## src/rtl/weighted_matrix_arbiter.sv

```systemverilog
// Weighted least-recently-granted matrix arbiter with grant/ack burst handshake.
// Optional macro MATRIX_ARB_URGENT_EN adds an urgent request vector that pre-filters arbitration.
module weighted_matrix_arbiter #(
  parameter int REQUEST_LINES = 4,
  parameter int WEIGHT_W      = 4,
  localparam int ID_W         = (REQUEST_LINES > 1) ? $clog2(REQUEST_LINES) : 1
) (
  input  logic                              clk,
  input  logic                              rst,
  input  logic                              en,
  input  logic [REQUEST_LINES-1:0]          req,
  input  logic [REQUEST_LINES*WEIGHT_W-1:0] weights,
  input  logic                              ack,
`ifdef MATRIX_ARB_URGENT_EN
  input  logic [REQUEST_LINES-1:0]          urgent,
`endif
  output logic [REQUEST_LINES-1:0]          grant,
  output logic [ID_W-1:0]                   grant_id,
  output logic                              grant_valid,
  output logic [WEIGHT_W-1:0]               beats_left
);

  typedef enum logic [0:0] {IDLE = 1'b0, HOLD = 1'b1} state_t;

  state_t                                     state_r, state_s;
  logic [REQUEST_LINES-1:0][REQUEST_LINES-1:0] prio_r, prio_s;
  logic [REQUEST_LINES-1:0]                   grant_r, grant_s;
  logic [ID_W-1:0]                            grant_id_r, grant_id_s;
  logic                                       grant_valid_r, grant_valid_s;
  logic [WEIGHT_W-1:0]                        beats_r, beats_s;
  logic [REQUEST_LINES-1:0]                   cand_s, win_s;
  logic [ID_W-1:0]                            win_id_s;
  logic [WEIGHT_W-1:0]                        win_w_s;
  logic                                       urgent_hit_s, take_s, release_s;

  // Reset matrix: higher index beats lower index.
  function automatic logic [REQUEST_LINES-1:0][REQUEST_LINES-1:0] prio_reset();
    logic [REQUEST_LINES-1:0][REQUEST_LINES-1:0] p;
    for (int r = 0; r < REQUEST_LINES; r++) begin
      for (int c = 0; c < REQUEST_LINES; c++) begin
        p[r][c] = (r > c) ? 1'b1 : 1'b0;
      end
    end
    return p;
  endfunction

  // Candidate set: urgent requesters take precedence when any are asserting.
  always_comb begin
`ifdef MATRIX_ARB_URGENT_EN
    urgent_hit_s = |(req & urgent);
    if (urgent_hit_s) begin
      cand_s = req & urgent;
    end else begin
      cand_s = req;
    end
`else
    urgent_hit_s = 1'b0;
    cand_s       = req;
`endif
  end

  // Matrix winner: a candidate that beats every other active candidate.
  always_comb begin
    win_s    = '0;
    win_id_s = '0;
    win_w_s  = '0;
    for (int i = 0; i < REQUEST_LINES; i++) begin
      win_s[i] = cand_s[i];
      for (int j = 0; j < REQUEST_LINES; j++) begin
        if (j != i) begin
          win_s[i] = win_s[i] & (~cand_s[j] | prio_r[i][j]);
        end else begin
          win_s[i] = win_s[i];
        end
      end
      if (win_s[i]) begin
        win_id_s = ID_W'(i);
        win_w_s  = weights[i*WEIGHT_W +: WEIGHT_W];
      end else begin
        win_id_s = win_id_s;
      end
    end
  end

  // State register.
  always_ff @(posedge clk) begin
    if (rst) begin
      state_r <= IDLE;
    end else begin
      state_r <= state_s;
    end
  end

  // Next state: issue from IDLE, release on last ack or withdrawn request.
  always_comb begin
    state_s   = state_r;
    take_s    = 1'b0;
    release_s = 1'b0;
    case (state_r)
      IDLE: begin
        if (en && (|req)) begin
          take_s  = 1'b1;
          state_s = HOLD;
        end else begin
          state_s = IDLE;
        end
      end
      HOLD: begin
        if (!req[grant_id_r]) begin
          release_s = 1'b1;
          state_s   = IDLE;
        end else if (ack && (beats_r == WEIGHT_W'(1))) begin
          release_s = 1'b1;
          state_s   = IDLE;
        end else begin
          state_s = HOLD;
        end
      end
      default: begin
        state_s = IDLE;
      end
    endcase
  end

  // Output and matrix next values; the matrix moves only on release.
  always_comb begin
    grant_s       = grant_r;
    grant_id_s    = grant_id_r;
    grant_valid_s = grant_valid_r;
    beats_s       = beats_r;
    prio_s        = prio_r;
    if (take_s) begin
      grant_s       = win_s;
      grant_id_s    = win_id_s;
      grant_valid_s = 1'b1;
      if (urgent_hit_s || (win_w_s == '0)) begin
        beats_s = WEIGHT_W'(1);
      end else begin
        beats_s = win_w_s;
      end
    end else if (release_s) begin
      grant_s       = '0;
      grant_id_s    = '0;
      grant_valid_s = 1'b0;
      beats_s       = '0;
      for (int r = 0; r < REQUEST_LINES; r++) begin
        for (int c = 0; c < REQUEST_LINES; c++) begin
          if (r == c) begin
            prio_s[r][c] = 1'b0;
          end else if (ID_W'(r) == grant_id_r) begin
            prio_s[r][c] = 1'b0;
          end else if (ID_W'(c) == grant_id_r) begin
            prio_s[r][c] = 1'b1;
          end else begin
            prio_s[r][c] = prio_r[r][c];
          end
        end
      end
    end else if ((state_r == HOLD) && ack) begin
      beats_s = beats_r - WEIGHT_W'(1);
    end else begin
      beats_s = beats_r;
    end
  end

  // Output and matrix registers.
  always_ff @(posedge clk) begin
    if (rst) begin
      prio_r        <= prio_reset();
      grant_r       <= '0;
      grant_id_r    <= '0;
      grant_valid_r <= 1'b0;
      beats_r       <= '0;
    end else begin
      prio_r        <= prio_s;
      grant_r       <= grant_s;
      grant_id_r    <= grant_id_s;
      grant_valid_r <= grant_valid_s;
      beats_r       <= beats_s;
    end
  end

  assign grant       = grant_r;
  assign grant_id    = grant_id_r;
  assign grant_valid = grant_valid_r;
  assign beats_left  = beats_r;

endmodule

```

## config.mk

```make
export PLATFORM = sky130hd
export DESIGN_NAME = weighted_matrix_arbiter
export DESIGN_NICKNAME = d
export VERILOG_FILES = /design/src/rtl/weighted_matrix_arbiter.sv
export SDC_FILE = /design/constraint.sdc
export NUM_CORES = 1
export LEC_CHECK = 0
export CAP_MARGIN = 15
export CELL_PAD_IN_SITES_DETAIL_PLACEMENT = 1
export CELL_PAD_IN_SITES_GLOBAL_PLACEMENT = 2
export CORE_MARGIN = 10
export CORE_UTILIZATION = 31
export CTS_BUF_LIST = sky130_fd_sc_hd__clkbuf_8
export CTS_CLUSTER_DIAMETER = 200
export DETAILED_ROUTE_END_ITERATION = 8
export GPL_TIMING_DRIVEN = 1
export PLACE_DENSITY_LB_ADDON = 0.3
export SYNTH_ARGS = -nofsm -noshare
export SYNTH_HDL_FRONTEND = slang
export SYNTH_SLANG_ARGS = --single-unit
```

## constraint.sdc

```tcl
create_clock -name clk -period 5.2 [get_ports clk]
set_clock_uncertainty 0.2 [all_clocks]
set_input_delay 0.78 -clock clk [delete_from_list [all_inputs] [get_ports clk]]
set_output_delay 0.78 -clock clk [all_outputs]
set_load 0.02 [all_outputs]
```

# Word level (Yosys, flattened, before mapping)

Cells that the tools add are included.

Divide/modulo/power cells: 0
Shift-type cells: 0
Equal/unequal tests: 4
Order comparisons: 1
Multiply operators: 0
Add/sub/neg operators: 1
Bitwise logic cells: 30
Reduce and logical (&&, ||, !) cells: 20
Multiplexer cells: 43

Operators with widths:

| cell                                                                          | number |
|---|---|
| 4-bit 2-to-1 mux                                                              | 10 |
| 1-bit 2-to-1 mux                                                              | 27 |
| 3-bit AND reduction                                                           | 6 |
| 2-bit nonzero test                                                            | 7 |
| 1-bit bitwise AND                                                             | 12 |
| 1-bit bitwise OR                                                              | 12 |
| 2-bit 2-to-1 mux                                                              | 4 |
| 1-bit NOT                                                                     | 6 |
| 2-bit equality test (first input constant)                                    | 2 |
| 4-bit by 1-bit equality test with 1-bit output (second input constant)        | 1 |
| 4-bit logical NOT                                                             | 1 |
| 4-bit OR reduction                                                            | 1 |
| 4-bit by 1-bit subtractor with 4-bit output (second input constant)           | 1 |
| 1-bit logical AND                                                             | 3 |
| 2-bit by 3-bit less-than comparator with 1-bit output (second input constant) | 1 |
| 3-bit nonzero test                                                            | 1 |
| 1-bit binary-select mux with 2-bit select                                     | 1 |
| 1-bit by 2-bit equality test with 1-bit output (first input constant)         | 1 |
| 2-bit logical NOT                                                             | 1 |
| 1-bit case mux with 2 select lines                                            | 1 |

Memory bits (writable): 0
Output and inout bits: 11
Bits in latches: 0
Flip-flop bits (word level): 24
Memories kept: 0
Memory bits (read-only): 0

# Longest topological paths before layout

Gate-level depths: netlist of the first run.

Depth after elaboration: 12
Depth in mapped cells: 9
Gate-level depth less buffers: 8

# Least setup slack after synthesis of the first run

Ideal clock, no wire load.

Path kind: input port to flip-flop
Start point: input req[3]
End point: register prio_r[9] (netlist name)
Cell stages on the path: 7
Data required time: 4873 ps
Slack: 2940 ps
Path buffers: 1
Arrival: 1932 ps
Path through: mux4_2 a21bo_4 and2_4 buf_6 nand2_1 nand2_1 o211ai_2

Word-level cells in the longest chain between the ends: 6
Elaborated cells between the ends (all ways): 10
Classes of those cells: mux: 6; bitwise: 1; reduce/logical: 3

Ends and longest elaborated chain:

| what                                                                                              | RTL line | text |
|---|---|---|
| start, declared                                                                                   | 11       | `input logic [REQUEST_LINES-1:0] req,` |
| parallel branches: the longest is 5 deep, another holds 1-bit binary-select mux with 2-bit select | -        |  |
| 3-bit AND reduction (no source line) (*)                                                          | -        |  |
| end signal, assigned                                                                              | 169      | `prio_r <= prio_reset();` |
| end signal, assigned                                                                              | 175      | `prio_r <= prio_s;` |
| end, declared                                                                                     | 26       | `logic [REQUEST_LINES-1:0][REQUEST_LINES-1:0] prio_r, prio_s;` |

Every way passes the cells marked *. The select of a mux whose other input is x is not followed.
A chain may end at the register's enable or synchronous reset.

# Worst setup path in the final report of the first run

Start point: input req[1]
End point: register beats_r[0] (netlist: beats_left[0])

Word-level cells in the longest chain between the ends: 12
Elaborated cells between the ends (all ways): 31
Classes of those cells: mux: 13; bitwise: 14; reduce/logical: 4

Ends and longest elaborated chain:

| what                            | RTL line | text |
|---|---|---|
| 1-bit NOT                       | 71       | `win_s[i] = win_s[i] & (~cand_s[j] \| prio_r[i][j]);` |
| 1-bit bitwise OR                | 71       |  |
| 1-bit bitwise AND (3 in series) | 71       |  |
| 4-bit 2-to-1 mux (4 in series)  | 76       | `if (win_s[i]) begin` |
| 4-bit logical NOT               | 136      | `if (urgent_hit_s \|\| (win_w_s == '0)) begin` |
| 4-bit 2-to-1 mux                | 136      |  |
| 4-bit 2-to-1 mux                | 132      | `if (take_s) begin` |
| end signal, assigned            | 179      | `beats_r <= beats_s;` |
| end, declared                   | 30       | `logic [WEIGHT_W-1:0] beats_r, beats_s;` |

Several ways; a longest one is shown, not always the timed one. The select of a mux whose other input is x is not followed.

==> results.yml, run 1 <==
die:
  dieArea_um2: 7552
  initial_core_util_pct: 31.87
  die_y_um: 86.91
  die_w_um: 86.91
  core_area_um2: 4354
  io_pins: 35
  rows: 24
cts:
  htreeDepth: 1
  cts_tree: "built"
  post_cts_buffers: 0
  cts-root-buf: "clkbuf_8"
  numClockSinks: 24
  clk_latency_ns: 0.26
  clk_pin_slew_ns: 0.09
  post_cts_resized: 0
  hold_buffers: 0
  cts_buffers: 3
  clock_path_buffers: 2
power:
  powerDensity_nw_per_um2: 265.8
  leakage_nw: 0.6570
  totalPowerFinal_mw: 0.4752
  ir_drop_v: 0.0001420
sta:
  fmax_mhz: 329.3
  setup_viol: 0
  slew_viol_final: 0
  hold_ws_ns: 0.2711
  worst_slack_ns: 2.164
  tightest_slew_ns: 0.9483
  slew_headroom_pct: 36.71
  period_needed_ns: 3.036
  finalCritPeriodShare_pct: 58.39
  setup-tns-final_ns: 0
  rsz0062_at_grt: "false"
  hold_violations: 0
final_layout:
  multi_input_area_um2: 824.5
  fillers: 526
  synthToLayoutAreaGrowth_pct: 28.85
  final_cells: 246
  nets: 225
  post-route-util_pct: 41.06
  layout-drive-gt1-share_pct: 6.186
  fin_area_um2: 1788
  antennaDiodeCount: 0
  seqCellArea_um2: 480.5
placement:
  place_area_um2: 1733
  port_buffers: 34
  gp_congestion: 0.9011
  hpwl_um: 3690
  dp.cells: 242
  dpl_worst_slack_ns: 1.907
yosys:
  synth_area_leaders: "dfxtp_1 35%, ha_1 5.4%, a21oi_1 4.3%, nand2b_1 4.1%, nor2_1 3.8%"
  syn_avg_cell_area_um2: 8.410
  syn_inst: 165
  synth_top_area_share_pct: 34.63
  syn_area_um2: 1388
  synth.net_count: 195
  ys_warn_count: 0
  synth_area_leader_cell: "dfxtp_1"
  synth-async-reset-ratio_pct: 0
  seq_area_frac_synth_pct: 34.63
  synth_edf_count: 0
  ys_types: 47
  ys_ff_latch: 24
  yosys_most_used_dff: "dfxtp_1"
global_route:
  grt_start_max_net_pins: 18
  grt_first_pass_wirelength_um: 7514
  grt_util_all_layers_pct: 12.09
  first_global_vias: 1446
  antenna_found_initial: 0
  grt-ovfl-total: 0
routing:
  antenna_left: 0
  dr.pass1.iters: 4
  routed-via-count: 1367
  vias_per_cell: 5.557
  route.detailed.drc: 0
  dr.first_iter.drc_count: 82
  wire_per_inst_um: 19.06
  wirelength_um: 4689
run_status:
  run_status: "completed"
setup_path:
  path_class: "input pin to flip-flop"
  start_kind: "input pin"
  cp_max_fo: 12
  worstPathRequired_ns: 5.18
  worstPathArrival_ns: 3.02
  endpoint_kind: "flip-flop"
min_path:
  hold_path_class: "flip-flop to flip-flop"
run:
  drv_cap: 0
## placed cells by master, fill, tap and decap left out, types with 2 or more instances in the layout
cell	synthesis	final
clkbuf_8	0	4
o21ai_0	7	7
a21oi_1	12	12
and4_1	2	2
o21ai_1	4	4
and3_1	5	5
nand3_1	6	6
inv_1	6	6
nor3_1	7	7
nand2_1	11	11
nand2b_1	9	9
nor2_1	14	14
clkdlybuf4s50_1	0	34
nand4_1	2	2
and2_1	2	2
o21a_1	2	2
a211oi_1	5	5
a31oi_1	6	6
ha_1	6	6
a311oi_1	2	2
dfxtp_1	24	24
## registers in the layout (all words and copies together) (netlist names)
| register | flops |
|---|---|
| beats_left | 4 |
| grant | 4 |
| grant_id | 2 |
| grant_valid | 1 |
| prio_r | 12 |
| state_r | 1 |
## per-layer routing
metal	part of all wire (%)	global-route usage, %	routed length (µm)	vias up
li1	-	-	-	668
met1	45	14.80	2115	666
met2	50	20.99	2329	29
met3	4.4	2.809	206	4
met4	0.79	2.209	37	0
met5	0	0	0	-
## critical path, cell delays in order
cell and delay, ns:
clkdlybuf4s50_1 0.58, inv_1 0.11, o2111ai_1 0.77, and2_1 0.25
and3_1 0.18, o211ai_1 0.14, a211oi_2 0.22
## power by group
group          internal [mW]  switching, mW  leakage (nW)
combinational         0.0635         0.0745         0.432
sequential             0.196         0.0141         0.196
clock                 0.0676         0.0600        0.0288
total                  0.327          0.149         0.657
## path summary, 6_finish.rpt
kind	from	endpoint	slack, ns	cells past startpoint
worst max register to register	grant_id[0]	prio_r[12]	2.89	5
worst max-delay path	req[1]	beats_left[0]	2.16	7
worst min register to register	grant[0]	grant[0]	0.27	2
worst min-delay path	grant[0]	grant[0]	0.27	2
## cells in the mapped netlist (all sizes together) (2+ instances only)
cell	count
ha	6
inv	6
and4	2
o21a	2
nand2	11
clkbuf	2
dfxtp	24
nor2	15
a311oi	2
nand3	6
and3	5
nor3	7
nand2b	9
a31oi	6
buf	7
a21oi	12
o21ai	11
o211ai	2
and2	3
nand4	2
a211oi	6
## kinds of logic (layout without fill, tap and decap cells)
family	count (synthesis)	after routing	synth area share (%)
AO/OA/AOI/OAI	51	51	25.97
XOR/XNOR	2	2	1.263
adder cells (fa/ha/maj)	6	6	5.410
buffers and inverters	15	44	5.951
flip-flops	24	24	34.63
multiplexers	1	1	1.623
AND/OR/NAND/NOR	66	66	25.16
## cell type report
| type | count | share of cell area [%] |
|---|---|---|
| sequential | 24 | 26.87 |
| tap | 52 | 3.639 |
| multi-input combinational | 126 | 46.12 |
| timing repair buffer | 34 | 19.03 |
| inverter | 6 | 1.260 |
| clock buffer | 4 | 3.079 |
No activity file was read; power rests on OpenSTA's default activity.
==> inputs of run 2 (changes only) <==
- CORE_UTILIZATION: 31 -> 29
- clock period: 5.2 -> 3 ns (I/O delays scaled with it)
==> run 2 against run 1 <==
Sequential power up 72%; combinational power increased by 77%; worst hold slack better by 0.0069 ns; final area is 1.5% higher; total power grew 69%; die area increased by 5.3%; global-route usage shrank 0.26 points; non-clock buffer count up 5; count of clock-buffer cells in the layout down 1; largest cell class unchanged.
==> results.yml, run 2 (synthesis results as in run 1) <==
routing:
  dr.pass1.iters: 5
  wirelength_um: 4550
  antenna_left: 0
  wire_per_inst_um: 18.06
  routed-via-count: 1364
  vias_per_cell: 5.413
  route.detailed.drc: 0
  dr.first_iter.drc_count: 60
die:
  core_area_um2: 4692
  io_pins: 35
  dieArea_um2: 7951
  die_y_um: 89.17
  rows: 25
  die_w_um: 89.17
  initial_core_util_pct: 29.57
setup_path:
  slowest_delay_ns: 0.58
  r2r_end: "prio_r[3]"
  slowest_stage: "or4_1"
  worstPathArrival_ns: 2.49
  endpoint_kind: "flip-flop"
  start_kind: "input pin"
  worstPathRequired_ns: 2.99
  path_cells: "clkdlybuf4s50_1 -> or4_1 -> nand3b_1 -> and3_1 -> a2111oi_2 -> a211oi_2"
  regToRegStartpoint: "grant_id[0]"
  cp_max_fo: 13
  path_class: "input pin to flip-flop"
  ff2ff_path_depth: 6
  r2r_slack_ns: 0.70
global_route:
  use_met3_pct: 2.097
  top_usage_layer: "met2"
  grt_start_max_net_pins: 14
  grt-ovfl-total: 0
  grt_first_pass_wirelength_um: 7355
  met1_usage_pct: 14.21
  grt_util_all_layers_pct: 11.83
  antenna_found_initial: 0
  first_global_vias: 1462
  met2_usage_pct: 20.79
power:
  p_comb_share_pct: 30.4
  pwr-share-seq_pct: 45.1
  totalPowerFinal_mw: 0.8026
  powerDensity_nw_per_um2: 442.4
  p_sw_share_pct: 32.11
  p_clk_share_pct: 24.5
  ir_drop_v: 0.0001677
  p_int_mw: 0.5449
  leakage_nw: 0.6731
  switching_power_mw: 0.2577
final_layout:
  layout-drive-gt1-share_pct: 8.081
  antennaDiodeCount: 0
  largest_register_ffs: 12
  nets: 230
  synthToLayoutAreaGrowth_pct: 30.75
  mostFrequentLayoutCell: "clkdlybuf4s50_1"
  regMostFlops: "prio_r"
  final_cell_mix: "34 x clkdlybuf4s50_1, 24 x dfxtp_1, 14 x nor2_1"
placement:
  gp_congestion: 0.8886
  dpl_worst_slack_ns: 0.2318
  port_buffers: 34
  hpwl_um: 3648
cts:
  clock_path_buffers: 2
  cts-root-buf: "clkbuf_8"
  htreeDepth: 1
  numClockSinks: 24
  cts_tree: "built"
  cts_buffers: 3
  hold_buffers: 0
  post_cts_buffers: 0
  clk_latency_ns: 0.27
  clk_pin_slew_ns: 0.09
  post_cts_resized: 0
run:
  drv_cap: 0
sta:
  finalCritPeriodShare_pct: 83.32
  fmax_mhz: 400.0
  slew_viol_final: 0
  rsz0062_at_grt: "false"
  setup_viol: 0
  tightest_slew_ns: 0.5258
  period_needed_ns: 2.500
  hold_violations: 0
  worst_slack_ns: 0.5003
  slew_headroom_pct: 64.84
  setup-tns-final_ns: 0
min_path:
  whs_path_depth: 1
  min_to: "prio_r[2]"
  hold_path_class: "flip-flop to flip-flop"
  hold_start: "prio_r[2]"
run_status:
  run_status: "completed"
## run 2: cell count changes in the layout (fill, tap and decap cells not counted), sizes merged
cell and delta:
buf +5, clkbuf -1
## run 2: final cells by class
cell class | count | area (µm²)
Timing Repair Buffer | 39 | 377.9
Clock buffer | 3 | 41.29
Tap cell | 54 | 67.56
Inverter | 6 | 22.52
Multi-Input combinational cell | 126 | 824.5
Fill cell | 557 | 2878
Sequential cell | 24 | 480.5
## run 2: how the worst max path moves through the flow
| stage | from | end | slack, ns |
|---|---|---|---|
| floorplan | grant_id[0] | prio_r[9] | 0.91 |
| global placement | req[3] | beats_left[0] | 0.35 |
| detailed placement | req[3] | beats_left[0] | 0.23 |
| CTS | req[3] | beats_left[0] | 0.52 |
| global route | req[3] | prio_r[3] | 0.35 |
| finish | req[3] | beats_left[0] | 0.50 |
## run 2: routing by layer
metal / wire length [µm] / up-vias
met4: 50 / 0
li1: - / 671
met3: 128 / 4
met2: 2335 / 17
met1: 2036 / 672
met5: 0 / -
## run 2: through the flow
step                std cells  hold WS (ns)  utilization (%)  area, µm²
finish                    252        0.2780            38.67       1814
detailed placement        249        0.2574            37.79       1773
global placement          249        0.2634            37.79       1773
floorplan                 165        0.2317                -       1388
CTS                       252        0.2818            38.67       1814
global route              252        0.3134            38.67       1814
## run 2: worst max-delay path, delay by kind of cell
family,cells,cell delay [ns]
and+or+nand+nor,3,1.27
AOI/OAI and AO/OA,2,0.25
buffers and inverters,1,0.52
## run 2: power by group through the flow
stage	combinational, mW	clock [mW]	sequential [mW]
after floorplan	0.138	0	0.376
after global placement	0.239	0	0.369
after detailed placement	0.245	0	0.370
after CTS	0.246	0.201	0.363
after global routing	0.270	0.216	0.366
final	0.244	0.197	0.362
==> variant: new RTL, config.mk and constraints of run 2 <==
Add a define of `MATRIX_ARB_URGENT_EN`.
--- a/src/rtl/weighted_matrix_arbiter.sv
+++ b/src/rtl/weighted_matrix_arbiter.sv
@@ -1,4 +1,6 @@
 // Weighted least-recently-granted matrix arbiter with grant/ack burst handshake.
 // Optional macro MATRIX_ARB_URGENT_EN adds an urgent request vector that pre-filters arbitration.
+`define MATRIX_ARB_URGENT_EN
+
 module weighted_matrix_arbiter #(
   parameter int REQUEST_LINES = 4,
Interface: changed (added urgent); port bits go from 35 to 39. No check against the original RTL was run, so the function may have changed too.
==> variant against run 2 <==
Sequential share of layout area down 5.8 points; synthesized cell count grew 18%; design area up 28%; critical path type unchanged; critical endpoint unchanged; non-clock buffer count increased by 29; sequential power barely moved; worst setup slack got worse by 0.24 ns; sequential cell count unchanged; routed wire length rose by 23%; largest cell class unchanged; power rose by 20%; area after synthesis rose by 15%; largest power group unchanged.
==> variant: results <==
metrics = {
    "global_routing": {
        "grt_use_total_pct": 12.7,
        "grt_max_degree": 16,
        "grt_pass1_vias": 1755,
        "gr-usage-met2_pct": 19.2,
        "use_met3_pct": 2.72,
        "grt_util_met1_pct": 17.9,
        "grt_pass1_wl_mm": 9.12,
    },
    "power_and_ir_drop": {
        "p_leak_nw": 0.904,
        "vdd_drop_max_v": 0.000218,
    },
    "routing": {
        "dr.pass1.iters": 4,
        "dr_wl_met2_mm": 2.37,
        "viasPerCell": 5.17,
        "wl_met1_mm": 2.83,
        "drtIter0Drc": 101,
        "wl_met3_um": 344,
        "routedWlPerCell_um": 17.0,
    },
    "placed_design": {
        "dp_slack_ns": -0.109,
        "gp_congestion": 0.827,
        "dp_cells": 324,
        "dpl_cell_area_um2": 2250,
        "dp.final_hpwl_mm": 4.58,
    },
    "status": {
        "status": "finished, final reports clean",
    },
    "cts": {
        "cts-resized-gates": 0,
    },
    "final_layout": {
        "drive_gt1_share_pct": 17.8,
        "fin_cells": 329,
        "syn2layout_area_growth_pct": 45.5,
        "nFillCells": 640,
        "nNetsFinal": 294,
    },
    "hold_path": {
        "holdPathStages": 2,
        "hold_end": "prio_r[11]$_SDFFE_PP0P_",
        "hp-start": "prio_r[11]$_SDFFE_PP0P_",
    },
    "critical_path": {
        "r2r_slack_ns": 0.68,
        "rr_startpoint": "prio_r[6]$_SDFFE_PP0P_",
        "crit_family": "compound AO/OA/AOI/OAI gates",
        "worst_path_max_delay_cell": "clkdlybuf4s50_1",
        "reg2regPathDepth": 8,
        "crit_fanout": 8,
        "cp.arrival_ns": 2.74,
        "slowest_delay_ns": 0.51,
    },
    "synthesis": {
        "yosysSeqAreaShare_pct": 30.0,
        "avgSynthCellArea_um2": 8.24,
        "synth_area_leaders": "dfxtp_1, a21oi_1, ha_1",
        "netlist_top_cells_count": "dfxtp_1, a21oi_1, nand2_1",
        "async_reset_ff_share_pct": 0,
        "synth_nets": 228,
    },
    "sta": {
        "max-slew-margin-rel_pct": 76.2,
        "period_share_pct": 91.5,
    },
}
[variant: cell types whose count changed in the layout (fill, tap and decap cells not counted), sizes merged, moves of 4 or more]
cell / change
nor2b: +5
a22oi: +5
inv: +8
a31oi: -6
and2: +4
nand2: +4
nand2b: -7
buf: +25
clkdlybuf4s50: +4
[variant: tightest hold or removal path: cells and delay by family, from the launching register on]
family	cells	cell delay, ns
flops	1	0.30
compound gates	1	0.06
buf+inv	1	0.06
[variant: through the flow]
stage                     hold slack [ns]  TNS, ns  utilization (%)
final                               0.275        0             44.4
after detailed placement            0.266   -0.350             42.9
after CTS                           0.279        0             44.3
after global placement              0.247   -0.289             42.9
after floorplan                     0.239        0                -
after global routing                0.307        0             44.4
[variant: kinds of logic (layout without fill, tap and decap cells)]
| family | after synthesis | after routing | share of synthesized area [%] |
|---|---|---|---|
| DFF | 24 | 24 | 30.0 |
| and+or+nand+nor | 73 | 73 | 24.8 |
| AOI/OAI and AO/OA | 65 | 65 | 31.1 |
| buffers and inverters | 21 | 86 | 5.55 |
| xor gates and xnor gates | 2 | 2 | 1.10 |
| adders and majority gates | 7 | 7 | 5.32 |
| muxes | 2 | 2 | 2.11 |
[variant: area by class of cell]
class | count | area share [%]
timing repair buffer | 68 | 26.0
clock buffer | 3 | 1.77
multi-input combinational | 149 | 44.2
sequential | 24 | 20.6
inverter | 14 | 2.26
tap | 70 | 3.76
clock inverter | 1 | 1.29
[variant: report_power, final]
group | total, W | switching (W) | internal (W)
Combinational | 0.000320 | 0.000158 | 0.000162
Sequential | 0.000361 | 0.0000232 | 0.000337
Clock | 0.000284 | 0.000106 | 0.000178
